==> config.mk <==
export PLATFORM = sky130hd
export DESIGN_NAME = data_sync_tx
export DESIGN_NICKNAME = d
export VERILOG_FILES = /design/src/rtl/data_sync_tx.sv
export SDC_FILE = /design/constraint.sdc
export NUM_CORES = 1
export LEC_CHECK = 0
export ABC_AREA = 0
export ABC_CLOCK_PERIOD_IN_PS = 2500
export CAP_MARGIN = 40
export CORE_MARGIN = 4
export CORE_UTILIZATION = 41
export CTS_CLUSTER_DIAMETER = 60
export DETAILED_ROUTE_END_ITERATION = 12
export PLACE_DENSITY = 0.71
export SLEW_MARGIN = 20
export SYNTH_ARGS = -nofsm -noshare
export SYNTH_HDL_FRONTEND = slang
export SYNTH_SLANG_ARGS = --single-unit
==> constraint.sdc <==
create_clock -name CLK -period 2.5 [get_ports CLK]
set_clock_uncertainty 0.2 [all_clocks]
set_input_delay 0.5 -clock CLK [delete_from_list [all_inputs] [get_ports CLK]]
set_output_delay 0.5 -clock CLK [all_outputs]
set_load 0.02 [all_outputs]
==> src/rtl/data_sync_tx.sv <==
// Source-side launcher for an enable-qualified multi-bit CDC path; optional DATA_SYNC_TX_ACK_EN swaps the hold/gap timers for a four-phase ack.
// Latency: Unsync_bus/bus_enable update on the accept edge; src_ready is combinational and low for the whole HOLD+GAP window.
`timescale 1ns/1ps

module data_sync_tx #(
    parameter int BUS_WIDTH   = 8,
    parameter int NUM_STAGES  = 2,
    parameter int HOLD_CYCLES = 6,
    parameter int GAP_CYCLES  = 6
) (
    input  logic                 CLK,
    input  logic                 RST,
    input  logic [BUS_WIDTH-1:0] src_data,
    input  logic                 src_valid,
    output logic                 src_ready,
    output logic [BUS_WIDTH-1:0] Unsync_bus,
    output logic                 bus_enable,
    output logic                 busy,
    input  logic                 ack_async
);

    typedef enum logic [1:0] {
        ST_IDLE = 2'd0,
        ST_HOLD = 2'd1,
        ST_GAP  = 2'd2
    } state_t;

    state_t               state_q, state_d;
    logic [BUS_WIDTH-1:0] bus_q, bus_d;
    logic                 en_q, en_d;
    logic                 busy_q, busy_d;
    logic                 hold_done, gap_done;
    logic                 enter_hold, enter_gap;

`ifdef DATA_SYNC_TX_ACK_EN
    logic [NUM_STAGES-1:0] ack_sync_q, ack_sync_d;
    logic                  ack_s;
    logic                  unused_cfg;

    // Timer lengths play no part when the destination paces the handshake.
    assign unused_cfg = (HOLD_CYCLES > 0) ^ (GAP_CYCLES > 0) ^ enter_hold ^ enter_gap;

    always_comb begin
        ack_sync_d = (ack_sync_q << 1) | NUM_STAGES'(ack_async);
    end

    always_ff @(posedge CLK or negedge RST) begin
        if (!RST) begin
            ack_sync_q <= '0;
        end else begin
            ack_sync_q <= ack_sync_d;
        end
    end

    assign ack_s     = ack_sync_q[NUM_STAGES-1];
    assign hold_done = ack_s;
    assign gap_done  = !ack_s;
`else
    localparam int MAX_CYC = (HOLD_CYCLES > GAP_CYCLES) ? HOLD_CYCLES : GAP_CYCLES;
    localparam int CNT_W   = $clog2(MAX_CYC) + 1;
    localparam logic [CNT_W-1:0] HOLD_LOAD = CNT_W'(HOLD_CYCLES - 1);
    localparam logic [CNT_W-1:0] GAP_LOAD  = CNT_W'(GAP_CYCLES - 1);

    logic [CNT_W-1:0] cnt_q, cnt_d;
    logic             unused_ack;

    assign unused_ack = ack_async & (NUM_STAGES > 0);

    // Reloaded on every state entry, so it only ever counts down to zero.
    always_comb begin
        cnt_d = cnt_q;
        if (enter_hold) begin
            cnt_d = HOLD_LOAD;
        end else if (enter_gap) begin
            cnt_d = GAP_LOAD;
        end else if ((state_q == ST_HOLD || state_q == ST_GAP) && cnt_q != '0) begin
            cnt_d = cnt_q - 1'b1;
        end
    end

    always_ff @(posedge CLK or negedge RST) begin
        if (!RST) begin
            cnt_q <= '0;
        end else begin
            cnt_q <= cnt_d;
        end
    end

    assign hold_done = (cnt_q == '0);
    assign gap_done  = (cnt_q == '0);
`endif

    always_comb begin
        state_d    = state_q;
        bus_d      = bus_q;
        en_d       = en_q;
        busy_d     = busy_q;
        enter_hold = 1'b0;
        enter_gap  = 1'b0;
        case (state_q)
            ST_IDLE: begin
                if (src_valid) begin
                    bus_d      = src_data;
                    en_d       = 1'b1;
                    busy_d     = 1'b1;
                    state_d    = ST_HOLD;
                    enter_hold = 1'b1;
                end
            end
            ST_HOLD: begin
                if (hold_done) begin
                    en_d      = 1'b0;
                    state_d   = ST_GAP;
                    enter_gap = 1'b1;
                end
            end
            ST_GAP: begin
                if (gap_done) begin
                    busy_d  = 1'b0;
                    state_d = ST_IDLE;
                end
            end
            default: begin
                en_d    = 1'b0;
                busy_d  = 1'b0;
                state_d = ST_IDLE;
            end
        endcase
    end

    always_ff @(posedge CLK or negedge RST) begin
        if (!RST) begin
            state_q <= ST_IDLE;
            bus_q   <= '0;
            en_q    <= 1'b0;
            busy_q  <= 1'b0;
        end else begin
            state_q <= state_d;
            bus_q   <= bus_d;
            en_q    <= en_d;
            busy_q  <= busy_d;
        end
    end

    assign src_ready  = (state_q == ST_IDLE);
    assign Unsync_bus = bus_q;
    assign bus_enable = en_q;
    assign busy       = busy_q;

endmodule

-- After elaboration in Yosys (flattened, before gate mapping)
Cells that the tools add are included.
- bits in registers: 16
- output and inout bits: 11
- word-level logic and storage cells: 38
- add/sub/neg operators: 1
- eq/ne operators: 5
- muxes and demuxes: 15
- bitwise operators: 2
- reductions and logical operators: 10
- operators by type and width (cell ; count):
    two-way mux 4 bit ; 3
    AND reduction 3 bit ; 3
    two-way mux 1 bit ; 6
    two-way mux 2 bit ; 3
    != test 2 bit, second input constant ; 3
    one-hot mux 1 bit (3 select lines) ; 2
    one-hot mux 2 bit (3 select lines) ; 1
    logical NOT 4 bit ; 1
    nonzero test 4 bit ; 1
    subtractor 4 x 1 -> 4 bit, second input constant ; 1
    nonzero test 3 bit ; 1
    equality test 2 x 1 -> 1 bit, second input constant ; 1
    equality test 2 bit, second input constant ; 1
    logical NOT 2 bit ; 1
    NOT 1 bit ; 2
    AND reduction 2 bit ; 1
    logical AND 1 bit ; 1
    logical OR 1 bit ; 1

-- Depth between registers and ports, before layout
Gate-level depths: netlist of the first run.
- depth after elaboration: 6
- depth in mapped cells: 6

-- Worst setup path after synthesis of the first run
No wires, ideal clock.
- path type: register to register
- from: register cnt_q[0]
- to: register cnt_q[1]
- library setup time: 0.120 ns
- arrival time: 1.473 ns
- required time: 2.180 ns
- setup slack: 0.706 ns
- cell stages (with the launch flop): 7
- path buffers: 1
- clock period less this slack: 1.794 ns
- cell sequence: dfrtp_1 -> inv_1 -> ha_1 -> or3b_1 -> clkbuf_2 -> and4b_1 -> a41o_1
- longest elaborated chain between the ends: 5
- elaborated cells between the ends (all ways): 10
- RTL lines (what ; line ; source):
    start: declaration ; 64 ; logic [CNT_W-1:0] cnt_q, cnt_d;
    start signal: assignment ; 85 ; cnt_q <= cnt_d;
    branches (longest 5 deep; another with subtractor 4 x 1 -> 4 bit) ; -- ;
Several ways; the timed one is not identified. The select of a mux whose other input is x is not followed.
A chain may end at the register's enable or synchronous reset.

-- Worst setup path in the final report of the first run
- from: register state_q[0]
- to: output port src_ready
- longest elaborated chain between the ends: 1
- RTL lines (what ; line ; source):
    start: declaration ; 28 ; state_t state_q, state_d;
    start signal: assignment ; 138 ; state_q <= state_d;
    logical NOT 2 bit ; 145 ; assign src_ready = (state_q == ST_IDLE);
    end: declaration ; 15 ; output logic src_ready,
No other way between the ends.

==> metrics.csv, run 1 <==
stage;metric;value;unit
cts;cts-root-buf;clkbuf_4;
synth;postSynthCellCount;68;
job;drv_cap;0;
placed_design;pre_cts_ws;0.4481;ns
placed_design;placed_cell_area;1062;um^2
cts;htree_levels;1;
cts;insertion_delay;0.28;ns
detailed_routing;final_antenna_net_count;0;
die;rows;15;
cts;cts.path.max_buffers;2;
worst_setup_path;crit_required;1.80;ns
timing;maxSlewHeadroom;75.04;%
grt;grt_max_degree;17;
grt;grt_usage;12.58;%
pwr;power;1.420;mW
synth;syn-mean-instance-area;11.67;um^2
die;die_x;51.99;um
worst_setup_path;path_cells;inv_1, ha_1, clkdlybuf4s50_1;
synth;synth_cell_type_count;21;
synth;synthTopCellsByCount;dfrtp_1 (16), mux2_2 (10), a21oi_1 (9), ha_1 (5), inv_1 (5);
detailed_routing;dr.pass1.iters;4;
synth;synth.area.top_cells;dfrtp_1 (50%), mux2_2 (14%), ha_1 (7.9%);
synth;synth-seq-cells;16;
final_layout;nNetsFinal;114;
grt;grt_pass1_vias;581;
die;coreArea;1783;um^2
synth;synth_top_area_share;50.47;%
placed_design;gp_congestion;0.7979;
synth;yosysMostFrequentCell;dfrtp_1;
timing;rsz0062_at_grt;no;
cts;cts_num_sinks;16;
grt;grt_overflow;0;
timing;setup_viol;0;
worst_setup_path;slowest_stage;clkdlybuf4s50_1;
detailed_routing;detail_route.wl_per_cell;12.74;um
worst_setup_path;startpoint_type;flop;
worst_setup_path;crit_family;buffers and inverters;
pwr;power_density;1309;nW/um^2
timing;worst_pin_slew;0.3692;ns
synth;synth_nets;85;
synth;async_flop_share;100.0;%
placed_design;dp_hpwl;1206;um
pwr;power_leakage;0.4795;nW
cts;cts_hold_buffers;0;
die;start_util;44.49;%
worst_setup_path;cp.buffers_inverters;2;
worst_setup_path;max_stage_delay;0.60;ns
grt;antenna_found_initial;0;
outcome;status;completed;
worst_setup_path;cp_data_arrival_time;1.59;ns
worst_setup_path;worstSetupEndpointType;output pin;
final_layout;layout-drive-gt1-share;21.05;%
timing;hold_ws;0.3068;ns
cts;cts_resized;0;
detailed_routing;first_iter_violations;4;
detailed_routing;drc;0;
worst_setup_path;cp_max_fo;3;
worst_setup_path;critical_path_class;reg -> out;
synth;ys.flop_type;dfrtp_1;
detailed_routing;viasPerCell;4.925;
cts;clk_pin_slew;0.09;ns
cts;cts_buffers;3;
synth;yosysSeqAreaShare;50.47;%
die;die_y;51.99;um
placed_design;portBuffers;21;
synth;yosysTopAreaCell;dfrtp_1;
cts;postCtsSetupRepairBufs;0;
detailed_routing;wirelength;1529;um
timing;finalCritPeriodShare;91.71;%
synth;yosys_warnings;0;
timing;layout_min_cycle_time;2.293;ns
timing;fmax;436.2;MHz
die;dieArea;2702;um^2
grt;grt_pass1_wl;2504;um
timing;tns;0;ns
final_layout;design_area;1085;um^2
synth;syn_area;793.3;um^2
die;ios;23;
timing;finalHoldViolCount;0;
detailed_routing;vias;591;
timing;setup_ws;0.2074;ns
cts;cts_tree;yes;
min_path;hold_path_class;reg -> reg;
timing;maxSlewViolCount;0;
synth;synth_edf_count;0;
final_layout;area_delta_synth_final;36.75;%
pwr;irDropWorstVdd;0.5830;mV
final_layout;antenna_cells;0;
-- cells by family (layout without fill, tap and decap cells) --
logic type      Yosys count  after routing  share of synthesized area (%)
flops                    16             16                          50.47
compound gates           15             15                          11.20
simple gates             14             14                          11.36
mux                      11             11                          15.46
buf+inv                   7             34                          3.627
fa+ha+maj                 5              5                          7.886
-- cell type report --
| cell class | count | area [um^2] |
|---|---|---|
| Timing Repair Buffer | 26 | 247.7 |
| Multi-Input combinational cell | 45 | 364.1 |
| Sequential cell | 16 | 400.4 |
| Inverter | 5 | 18.77 |
| Tap cell | 25 | 31.28 |
| Clock buffer | 3 | 22.52 |
| Fill cell | 157 | 698.2 |
-- worst reg2reg max path: stages (launching register included) --
cell     delay [ns]
dfrtp_1        0.38
inv_1          0.09
ha_1           0.22
buf_4          0.15
nand2_1        0.27
buf_4          0.18
mux2_2         0.32
-- worst paths after layout --
check | from | endpoint | slack (ns) | cells after the start
worst max register to register | state_q[0] | Unsync_bus[0] | 0.57 | 6
worst min-delay path | Unsync_bus[4] | Unsync_bus[4] | 0.31 | 1
min in group asynchronous | RST | state_q[1] | 0.32 | 2
max in group asynchronous | RST | Unsync_bus[4] | 1.58 | 2
worst min register to register | Unsync_bus[4] | Unsync_bus[4] | 0.31 | 1
worst max-delay path | state_q[0] | src_ready | 0.21 | 3
-- flip-flops by register name, indices dropped and copies added, names as in the netlist --
| signal | cells |
|---|---|
| Unsync_bus | 8 |
| cnt_q | 4 |
| state_q | 2 |
| bus_enable | 1 |
| busy | 1 |
-- power by group --
| group | switching (mW) | internal, mW | total (mW) |
|---|---|---|---|
| registers | 0.0724 | 0.385 | 0.457 |
| clock network | 0.0741 | 0.0559 | 0.130 |
| logic | 0.394 | 0.439 | 0.833 |
| total | 0.541 | 0.880 | 1.42 |
-- metal layers --
layer	wire length, um	share of wire, %	vias to the layer above	global-route usage (%)
li1	-	-	297	-
met1	677	44	285	14.59
met2	800	52	7	22.18
met3	38	2.5	2	5.158
met4	12	0.78	0	1.310
met5	0	0	-	0
-- metrics by stage --
stage / utilization, % / std cells
after floorplan: - / 68
after global placement: 59.58 / 117
after detailed placement: 59.58 / 117
after CTS: 60.84 / 120
after global routing: 60.84 / 120
final: 60.84 / 120
-- placed cells by master, fill, tap and decap left out --
master | synthesis | routed
and4_2 | 1 | 1
and4b_1 | 1 | 1
a31oi_1 | 1 | 1
ha_1 | 5 | 5
dfrtp_1 | 16 | 16
clkbuf_4 | 0 | 3
nand2_1 | 3 | 3
a2bb2oi_1 | 2 | 2
and3_2 | 1 | 1
nor3b_1 | 1 | 1
nor4b_1 | 1 | 1
mux2i_1 | 1 | 1
nor2_1 | 2 | 2
a21oi_1 | 9 | 9
clkdlybuf4s50_1 | 0 | 21
inv_1 | 5 | 5
or3b_1 | 1 | 1
buf_4 | 0 | 5
mux2_2 | 10 | 10
nand2b_1 | 3 | 3
a41o_1 | 1 | 1
o21ai_0 | 2 | 2
Note: power is estimated with default switching activity, not from simulation.
==> run 2, diff against run 1 <==
Settings changed: CTS_CLUSTER_SIZE set to 28.
==> results of run 2 <==
The final DEF is identical to that of run 1; final timing and power are the same.
==> run 3, diff against run 2 <==
Settings changed: SLEW_MARGIN 20 to 5.
==> results of run 3 <==
The final DEF is identical to that of run 1; final timing and power are the same.
